File: src/rtl/fifo_push_arbiter_pkg.sv
// fifo_arb_pkg: shared types and helpers for the FIFO push arbiter.
//   arb_state_t : arbiter FSM states (IDLE, GRANT, CLEAR)
//   rr_sel_t    : result of a round-robin scan (found flag + index)
//   rr_select() : round-robin scan over up to RR_MAX_N requesters
package fifo_arb_pkg;

   typedef enum logic [1:0] {
      IDLE  = 2'd0,
      GRANT = 2'd1,
      CLEAR = 2'd2
   } arb_state_t;

   // Upper bound on requester count supported by rr_select.
   localparam int RR_MAX_N = 32;
   localparam int RR_IDX_W = 5;

   typedef struct packed {
      logic                found;
      logic [RR_IDX_W-1:0] idx;
   } rr_sel_t;

   // Returns the first set bit of valid[n-1:0], scanning ptr, ptr+1, ...
   // modulo n. ptr must be below n, so one conditional subtraction wraps.
   function automatic rr_sel_t rr_select(input logic [RR_MAX_N-1:0] valid,
                                         input int unsigned         ptr,
                                         input int unsigned         n);
      rr_sel_t     sel;
      int unsigned j;
      sel = '0;
      for (int k = 0; k < RR_MAX_N; k++) begin
         j = ptr + unsigned'(k);
         if (j >= n) j = j - n;
         if ((unsigned'(k) < n) && !sel.found && valid[j[RR_IDX_W-1:0]]) begin
            sel.found = 1'b1;
            sel.idx   = j[RR_IDX_W-1:0];
         end
      end
      return sel;
   endfunction

endpackage

File: src/rtl/fifo_push_arbiter_if.sv
// fifo_push_arbiter_if: bundles the requester side and the FIFO push side
// of the arbiter.
//   i_valid / i_data / o_ready      : N requesters, data slice k at [k*WIDTH +: WIDTH]
//   i_clear_req / o_clear_ack       : clear request pulse and its acknowledge
//   i_fifo_full / i_fifo_almost_full: backpressure from the FIFO
//   o_fifo_push / o_fifo_data / o_fifo_clear : drive the FIFO push port
//   o_grant                         : current grant index (meaningful in GRANT)
// modport master: the requesters + FIFO environment; modport slave: the arbiter.
interface fifo_push_arbiter_if #(
   parameter int N     = 4,
   parameter int WIDTH = 8
);

   logic [N-1:0]         i_valid;
   logic [N*WIDTH-1:0]   i_data;
   logic [N-1:0]         o_ready;
   logic                 i_clear_req;
   logic                 o_clear_ack;
   logic                 i_fifo_full;
   logic                 i_fifo_almost_full;
   logic                 o_fifo_push;
   logic [WIDTH-1:0]     o_fifo_data;
   logic                 o_fifo_clear;
   logic [$clog2(N)-1:0] o_grant;

   modport master (
      output i_valid, i_data, i_clear_req, i_fifo_full, i_fifo_almost_full,
      input  o_ready, o_clear_ack, o_fifo_push, o_fifo_data, o_fifo_clear, o_grant
   );

   modport slave (
      input  i_valid, i_data, i_clear_req, i_fifo_full, i_fifo_almost_full,
      output o_ready, o_clear_ack, o_fifo_push, o_fifo_data, o_fifo_clear, o_grant
   );

endinterface

File: src/rtl/fifo_push_arbiter_rr_pick.sv
// fifo_arb_rr_pick: combinational round-robin selector.
//   valid : per-requester request vector
//   ptr   : highest-priority index
//   found : some requester is valid
//   idx   : first valid index at or after ptr (wrapping)
module fifo_arb_rr_pick
   import fifo_arb_pkg::*;
#(
   parameter int N = 4
) (
   input  logic [N-1:0]         valid,
   input  logic [$clog2(N)-1:0] ptr,
   output logic                 found,
   output logic [$clog2(N)-1:0] idx
);

   localparam int IW = $clog2(N);

   rr_sel_t sel;

   always_comb begin
      sel   = rr_select(RR_MAX_N'(valid), 32'(ptr), N);
      found = sel.found;
      idx   = sel.idx[IW-1:0];
   end

endmodule

File: src/rtl/fifo_push_arbiter.sv
// fifo_push_arbiter: shares the push port of one FIFO between N requesters.
// Round-robin arbitration with bursts of at most MAX_BURST beats per grant;
// FIFO full stalls a burst, almost-full only blocks new grants. A clear
// request is held pending until the current burst ends, then issued as a
// single-cycle clear + ack.
//   i_clk   : clock
//   i_rst_n : synchronous active-low reset
//   bus     : fifo_push_arbiter_if.slave (requesters, clear handshake, FIFO port)
module fifo_push_arbiter
   import fifo_arb_pkg::*;
#(
   parameter int N         = 4,
   parameter int WIDTH     = 8,
   parameter int MAX_BURST = 4
) (
   input  logic                 i_clk,
   input  logic                 i_rst_n,
   fifo_push_arbiter_if.slave   bus
);

   localparam int IW = $clog2(N);
   localparam int CW = $clog2(MAX_BURST + 1);

   arb_state_t      state, state_nx;
   logic [IW-1:0]   g, g_nx;
   logic [IW-1:0]   p, p_nx;
   logic [CW-1:0]   cnt, cnt_nx;
   logic            clear_pending, clear_pending_nx;

   logic [WIDTH-1:0] slice [N];
   logic [IW-1:0]    g_inc;
   logic             found_p, found_inc;
   logic [IW-1:0]    idx_p, idx_inc;
   logic             want_clear, arb_ok, cur_valid, push, last_beat, burst_end;

   for (genvar k = 0; k < N; k++) begin : g_slice
      assign slice[k] = bus.i_data[k*WIDTH +: WIDTH];
   end

   assign g_inc = (g == IW'(N - 1)) ? '0 : g + 1'b1;

   // Two selectors: one from the stored pointer (used from IDLE), one from
   // the pointer the burst end is about to install, so a back-to-back
   // regrant needs no idle cycle.
   fifo_arb_rr_pick #(.N(N)) u_pick_p (
      .valid (bus.i_valid),
      .ptr   (p),
      .found (found_p),
      .idx   (idx_p)
   );

   fifo_arb_rr_pick #(.N(N)) u_pick_inc (
      .valid (bus.i_valid),
      .ptr   (g_inc),
      .found (found_inc),
      .idx   (idx_inc)
   );

   assign want_clear = clear_pending | bus.i_clear_req;
   assign arb_ok     = ~bus.i_fifo_almost_full & ~want_clear;
   assign cur_valid  = bus.i_valid[g];
   assign push       = (state == GRANT) & cur_valid & ~bus.i_fifo_full;
   assign last_beat  = (int'(cnt) + 1) == MAX_BURST;
   // A full stall with valid held is neither a beat nor a burst end.
   assign burst_end  = (push & last_beat) | ~cur_valid;

   // State register
   always_ff @(posedge i_clk) begin
      if (!i_rst_n) begin
         state         <= IDLE;
         g             <= '0;
         p             <= '0;
         cnt           <= '0;
         clear_pending <= 1'b0;
      end else begin
         state         <= state_nx;
         g             <= g_nx;
         p             <= p_nx;
         cnt           <= cnt_nx;
         clear_pending <= clear_pending_nx;
      end
   end

   // Next-state logic
   always_comb begin
      state_nx         = state;
      g_nx             = g;
      p_nx             = p;
      cnt_nx           = cnt;
      clear_pending_nx = want_clear;
      case (state)
         IDLE: begin
            if (want_clear) begin
               state_nx = CLEAR;
            end else if (arb_ok && found_p) begin
               state_nx = GRANT;
               g_nx     = idx_p;
               cnt_nx   = '0;
            end
         end
         GRANT: begin
            if (push) cnt_nx = cnt + 1'b1;
            if (burst_end) begin
               p_nx = g_inc;
               if (want_clear) begin
                  state_nx = CLEAR;
               end else if (arb_ok && found_inc) begin
                  g_nx   = idx_inc;
                  cnt_nx = '0;
               end else begin
                  state_nx = IDLE;
               end
            end
         end
         CLEAR: begin
            // A request landing in the clear cycle is covered by this clear.
            state_nx         = IDLE;
            clear_pending_nx = 1'b0;
         end
         default: state_nx = IDLE;
      endcase
   end

   // Output logic
   always_comb begin
      bus.o_ready      = '0;
      bus.o_fifo_push  = 1'b0;
      bus.o_fifo_data  = '0;
      bus.o_fifo_clear = 1'b0;
      bus.o_clear_ack  = 1'b0;
      bus.o_grant      = '0;
      case (state)
         GRANT: begin
            bus.o_ready[g]  = ~bus.i_fifo_full;
            bus.o_fifo_push = push;
            bus.o_fifo_data = slice[g];
            bus.o_grant     = g;
         end
         CLEAR: begin
            bus.o_fifo_clear = 1'b1;
            bus.o_clear_ack  = 1'b1;
         end
         default: ;
      endcase
   end

endmodule

File: src/flat_wrapper.sv
// flat-port wrapper written by rule: the top's interface ports become plain ports
module fifo_push_arbiter_flat import fifo_arb_pkg::*;
#(
   parameter int N         = 4,
   parameter int WIDTH     = 8,
   parameter int MAX_BURST = 4
)
  (i_clk, i_rst_n, bus_i_valid, bus_i_data, bus_i_clear_req, bus_i_fifo_full, bus_i_fifo_almost_full, bus_o_ready, bus_o_clear_ack, bus_o_fifo_push, bus_o_fifo_data, bus_o_fifo_clear, bus_o_grant);
  fifo_push_arbiter_if #(.N(N), .WIDTH(WIDTH)) bus_i ();
  input  logic i_clk;
  input  logic i_rst_n;
  input wire logic [$bits(bus_i.i_valid)-1:0] bus_i_valid;
  input wire logic [$bits(bus_i.i_data)-1:0] bus_i_data;
  input wire logic [$bits(bus_i.i_clear_req)-1:0] bus_i_clear_req;
  input wire logic [$bits(bus_i.i_fifo_full)-1:0] bus_i_fifo_full;
  input wire logic [$bits(bus_i.i_fifo_almost_full)-1:0] bus_i_fifo_almost_full;
  output wire logic [$bits(bus_i.o_ready)-1:0] bus_o_ready;
  output wire logic [$bits(bus_i.o_clear_ack)-1:0] bus_o_clear_ack;
  output wire logic [$bits(bus_i.o_fifo_push)-1:0] bus_o_fifo_push;
  output wire logic [$bits(bus_i.o_fifo_data)-1:0] bus_o_fifo_data;
  output wire logic [$bits(bus_i.o_fifo_clear)-1:0] bus_o_fifo_clear;
  output wire logic [$bits(bus_i.o_grant)-1:0] bus_o_grant;
  assign bus_i.i_valid = bus_i_valid;
  assign bus_i.i_data = bus_i_data;
  assign bus_i.i_clear_req = bus_i_clear_req;
  assign bus_i.i_fifo_full = bus_i_fifo_full;
  assign bus_i.i_fifo_almost_full = bus_i_fifo_almost_full;
  assign bus_o_ready = bus_i.o_ready;
  assign bus_o_clear_ack = bus_i.o_clear_ack;
  assign bus_o_fifo_push = bus_i.o_fifo_push;
  assign bus_o_fifo_data = bus_i.o_fifo_data;
  assign bus_o_fifo_clear = bus_i.o_fifo_clear;
  assign bus_o_grant = bus_i.o_grant;
  fifo_push_arbiter #(.N(N), .WIDTH(WIDTH), .MAX_BURST(MAX_BURST)) u_core (.i_clk(i_clk), .i_rst_n(i_rst_n), .bus(bus_i));
endmodule
File: config.mk
export PLATFORM = sky130hd
export DESIGN_NAME = fifo_push_arbiter_flat
export DESIGN_NICKNAME = d
export VERILOG_FILES = /design/src/rtl/fifo_push_arbiter_pkg.sv /design/src/rtl/fifo_push_arbiter_if.sv /design/src/rtl/fifo_push_arbiter_rr_pick.sv /design/src/rtl/fifo_push_arbiter.sv /design/src/flat_wrapper.sv
export SDC_FILE = /design/constraint.sdc
export NUM_CORES = 1
export LEC_CHECK = 0
export ABC_AREA = 1
export CAP_MARGIN = 20
export CELL_PAD_IN_SITES_DETAIL_PLACEMENT = 1
export CELL_PAD_IN_SITES_GLOBAL_PLACEMENT = 2
export CORE_ASPECT_RATIO = 1.5
export CORE_UTILIZATION = 27
export CTS_BUF_LIST = sky130_fd_sc_hd__clkbuf_16
export DETAILED_ROUTE_END_ITERATION = 7
export DONT_BUFFER_PORTS = 1
export GPL_TIMING_DRIVEN = 0
export PLACE_DENSITY = 0.78
export SYNTH_ARGS = -nofsm -noshare
export SYNTH_HDL_FRONTEND = slang
export SYNTH_SLANG_ARGS = --single-unit
File: constraint.sdc
create_clock -name i_clk -period 2.15 [get_ports i_clk]
set_input_delay 0.43 -clock i_clk [delete_from_list [all_inputs] [get_ports i_clk]]
set_output_delay 0.43 -clock i_clk [all_outputs]
set_load 0.01 [all_outputs]
### Word level (Yosys, flattened, before mapping)

Cells that the tools add are included.

| operators by class | value |
|---|---|
| $lt $le $gt $ge | 19 |
| eq/ne operators | 11 |
| $add $sub $neg | 17 |
| multiplexer cells | 64 |
| bitwise operators | 13 |
| reduce and logical (&&, ||, !) cells | 22 |

Operator list:

| operator | count |
|---|---|
| less-than comparator 5 x 6 -> 1 bit, second input constant | 8 |
| 2-to-1 mux 6 bit | 8 |
| binary-select mux 1 bit (select 5 bit) | 8 |
| 2-to-1 mux 5 bit | 8 |
| equality test 32 x 4 -> 1 bit, second input constant | 1 |
| 2-to-1 mux 2 bit | 12 |
| 2-to-1 mux 8 bit | 3 |
| subtractor 3 x 3 -> 4 bit, second input constant | 6 |
| >= comparator 3 bit, second input constant | 7 |
| 2-to-1 mux 3 bit | 6 |
| binary-select mux 8 bit (select 2 bit) | 1 |
| adder 2 x 2 -> 3 bit, second input constant | 4 |
| 2-to-1 mux 1 bit | 12 |
| logical AND 1 bit | 9 |
| case mux 2 bit (2 select lines) | 2 |
| subtractor 2 x 3 -> 4 bit, second input constant | 2 |
| adder 2 x 1 -> 3 bit, second input constant | 2 |
| >= comparator 2 x 3 -> 1 bit, second input constant | 2 |
| logical NOT 1 bit | 6 |
| inequality test 2 bit, second input constant | 3 |
| case mux 3 bit (2 select lines) | 1 |
| AND reduction 3 bit | 2 |
| AND reduction 6 bit | 1 |
| NOT 1 bit | 5 |
| 21 further kinds | 27 |

| storage, ports and cells | value |
|---|---|
| output and inout bits | 17 |
| flip-flop bits (word level) | 10 |
| word-level logic and storage cells | 151 |

### Longest topological paths before layout

| depth | value |
|---|---|
| word-level depth | 21 |
| gate-level depth with buffers | 19 |

### Hierarchy

Synthesis repeated with hierarchy kept, for this count alone.

| second synthesis, totals | value |
|---|---|
| cell total of the unflattened synthesis | 311 |
| area total of the unflattened synthesis | 1845.5 µm² |

Modules (own cells, without submodules):

| module | cells each | instances | area each (µm²) |
|---|---|---|---|
| fifo_push_arbiter | 183 | 1 | 1084.8 |
| fifo_arb_rr_pick | 64 | 2 | 380.4 |

### Worst setup path after synthesis

OpenSTA, ideal clock, no wires.

| timing | value |
|---|---|
| kind | register to register |
| start | reg u_core.g[0] |
| end | reg u_core.g[0] |
| setup time | 113 ps |
| data required time | 2037 ps |
| data arrival time | 2227 ps |
| cell stages (with the launch flop) | 19 |
| path slack | -189 ps |
| cell sequence | dfxtp_1 > buf_6 > inv_4 > clkbuf_1 > buf_2 > ha_1 > clkbuf_2 > inv_1 > nand2_1 > nand2_1 > nand2_1 > nand2_1 > nor2_1 > nand3_1 > nand3_2 > nand2_1 > nand2_2 > nor2_1 > nor2_1 |

| on the way | value |
|---|---|
| word-level cells in the longest chain between the ends | 20 |
| elaborated cells on any way between the ends | 51 |
| those cells by class | add/sub: 8; order compare: 4; eq/ne: 3; mux: 23; bitwise: 5; reduce/logical: 8 |

Ends and longest elaborated chain:

| element | RTL line | RTL |
|---|---|---|
| start, declared | fifo_push_arbiter.sv:25 | `logic [IW-1:0] g, g_nx;` |
| start signal, assigned | fifo_push_arbiter.sv:77 | `g <= g_nx;` |
| adder 2 x 1 -> 2 bit or equality test 2 bit (tied branches) | fifo_push_arbiter.sv:40 | `assign g_inc = (g == IW'(N - 1)) ? '0 : g + 1'b1;` |
| 2-to-1 mux 2 bit * | fifo_push_arbiter.sv:40 |  |
| net u_core.g_inc[1] | fifo_push_arbiter.sv:31 | `logic [IW-1:0] g_inc;` |
| branches (longest 13 deep; another with subtractor 3 x 3 -> 4 bit) | -- |  |
| 2-to-1 mux 6 bit * | fifo_push_arbiter_pkg.sv:33 | `if ((unsigned'(k) < n) && !sel.found && valid[j[RR_IDX_W-1:0]]) begin` |
| 2-to-1 mux 2 bit | fifo_push_arbiter.sv:107 | `end else if (arb_ok && found_inc) begin` |
| 2-to-1 mux 2 bit | fifo_push_arbiter.sv:105 | `if (want_clear) begin` |
| 2-to-1 mux 2 bit | fifo_push_arbiter.sv:103 | `if (burst_end) begin` |
| case mux 2 bit (2 select lines) | fifo_push_arbiter.sv:91 | `case (state)` |

Mark *: on every way through the listed nets, which the timed path passes. The select of a mux whose other input is x is not followed.
A chain may end at the register's enable or synchronous reset.

### Worst setup path in the final report

Same ends and word-level chain as after synthesis.

==> metrics <==
die span in x between 60 and 70 um; Worst Path Arrival ~2.2 ns; Inserted Diodes 0; Starting Density 27.80%; crit path max fanout 7; Crit. End Element flop; Worst-Margin Slew ~0.44 ns; Syn Inst Count 288; CTS buffer count 3; Reg area 206.4 sq um; Max-Cap Viols 0; Synth area leaders nand2_1 (22%), dfxtp_1 (13%), nor2_1 (12%), ha_1 (8.3%), nand3_1 (7.9%); H-tree depth 1; gr ovfl total 0; CTS Sinks 10; hpwl dp 3.855 mm; CP required around 2.3 ns; FFs w/ async S/R, synth 0%; IO Count 58; DRC 0; Post-Syn Area per Cell approximately 5.3 sq um; IO Port Bufs 0; Pleak 0.0009613 uW; fin. max-slew vios 0; TritonCTS clock tree yes; clock tree buffer depth 2; synthesized area around 1500 sq um; worst vdd ir 0.2160 mV; share of layout cells above drive strength 1 22.33%; status complete, no violations; worst hold slack around 0.32 ns; Place WS -0.3723 ns; All-Layer GR Usage between 10% and 20%; min cycle time layout approximately 2.0 ns; period utilization between 90% and 100%; Yosys top cell by area nand2_1; Clock transition at path regs 0.04 ns; Worst-Skew Late Latency around 0.24 ns; Critical Path Start Type flop; DIE AREA around 6000 sq um; clock tree root driver cell clkbuf_16; final net count about 360; Hold WC Path Type input pin to flop; power per cell area between 500 and 600 nW/um^2; total number of vias between 1500 and 2000; global placement routability congestion 0.8476; YS warnings 0; Post-Route WL 5.110 mm; Layout Cell Area excl Fill roughly 2000 sq um; worst setup margin 0.1270 ns; Final ANT Viol Nets 0; DRT iter0 DRCs 29; row count 33; sequential fraction of the synthesis area between 10% and 20%; Crit Path Category flop to flop; Slew HR about 71%; post-synth top area share roughly 22%; router iterations before antenna repair 4; prevailing post-synth register cell dfxtp_1; max frequency about 500 MHz; vias in the first global route between 1500 and 2000; core area around 5500 sq um; die height about 94 um; Final Hold Viols 0; Area growth, synth to finish 30.31%; footprint of the multi-input gates between 1000 and 1500 sq um; first-pass GRT wire length approximately 8.1 mm; #FFs+latches synth 10; initial antenna violation count 0; syn_nets between 300 and 400; pin count of the biggest net entering global routing 19; fillers approximately 760; drt wl/cell between 10 and 15 um; final setup fails 0; Max Clock Skew 0.002430 ns; Netlist cell types 26; hold buffers post-CTS 0; Placed Area around 1600 sq um; via-per-instance ratio slightly below 5; EDFF count, synth 0
worst paths after layout:
path                                 to                       start  cells past startpoint  slack (ns)
max            u_core.g[0]$_SDFFE_PN0P_    u_core.g[0]$_SDFFE_PN0P_                     17        0.13
min            u_core.g[0]$_SDFFE_PN0P_                     i_rst_n                      2        0.32
max reg2reg    u_core.g[0]$_SDFFE_PN0P_    u_core.g[0]$_SDFFE_PN0P_                     17        0.13
min reg2reg  u_core.cnt[1]$_SDFFE_PN0P_  u_core.cnt[1]$_SDFFE_PN0P_                      2        0.53
area by class of cell:
cell class                 count  area share (%)
clock inverter                 1          0.1901
sequential                    10           10.46
timing repair buffer          20           7.605
clock buffer                   3           3.802
inverter                      32           6.971
buffer                         7           3.612
multi-input combinational    236           62.93
tap                           70           4.436
sequential cells by signal, indices dropped and copies added, names as in the netlist:
name,count
u_core.p,2
u_core.cnt,3
u_core.state,2
u_core.g,2
u_core.clear_pending,1
placed cells by master (no fill, tap or decap), types with 4 or more instances in the layout:
master	n
nand2_2	11
ha_1	7
o21ai_0	22
buf_4	21
buf_6	4
nand2_4	5
a21oi_1	18
dfxtp_1	7
inv_2	6
inv_1	24
nand3_1	22
nand2_1	80
nor2_1	49
logic make-up after synthesis:
kind of cell               after synthesis  share of synthesized area [%]
AOI/OAI and AO/OA                       47                          16.35
xor gates and xnor gates                 1                         0.5781
adders and majority gates               10                          8.258
buffers and inverters                   42                          11.89
DFF                                     10                          13.21
and+or+nand+nor                        178                          49.71
Yosys cell counts, types with 3 or more instances:
master / n
nand3_1: 24
inv_2: 4
buf_2: 3
a31oi_1: 3
inv_1: 27
o21ai_0: 23
ha_1: 10
dfxtp_1: 10
clkbuf_1: 3
a21oi_1: 18
nor2_1: 50
nand2_1: 89
nand4_1: 3
nand2_2: 6
power by group:
part,internal (uW),switching (uW)
sequential,200,14.0
combinational,207,323
clock,244,89.2
total,651,426
per-stage QoR:
step	total power, uW	TNS (ns)	instances	utilization (%)
2_1_floorplan	546.5	0	288	-
3_3_place_gp	629.4	-2.205	358	29.98
3_5_place_dp	636.3	-2.158	358	29.98
4_1_cts	1015	0	368	33.03
5_1_grt	1166	-0.007808	379	36.23
6_report	1077	0	379	36.23
repair_timing:
| action | CTS | global route |
|---|---|---|
| cloned | 0 | 1 |
| endpoints found under the hold margin | 0 | 0 |
| gates resized for setup | 15 | 24 |
| setup endpoints to repair | 7 | 7 |
| setup buffers | 8 | 11 |
| pin swaps | 5 | 18 |
worst max-delay path, cell delays in order (launching register included):
cell      delay (ns)
dfxtp_4         0.34
buf_6           0.12
clkinv_8        0.06
buf_8           0.12
ha_4            0.31
inv_6           0.05
nand2_4         0.06
nand2_4         0.06
nand2_2         0.07
nand2_1         0.05
nor2_1          0.11
nand3_2         0.14
nand3_2         0.11
nand2_1         0.06
nand2_2         0.10
nand2_1         0.07
nand2_1         0.05
nor2_1          0.04
layer usage:
| layer | GRT usage (%) | wire (um) | vias to the layer above |
|---|---|---|---|
| met5 | 0 | 0 | - |
| met4 | 4.457 | 26 | 0 |
| met3 | 1.942 | 206 | 2 |
| met2 | 35.57 | 2965 | 51 |
| met1 | 16.73 | 1912 | 861 |
| li1 | - | - | 954 |
Note: power is estimated with default switching activity, not from simulation.
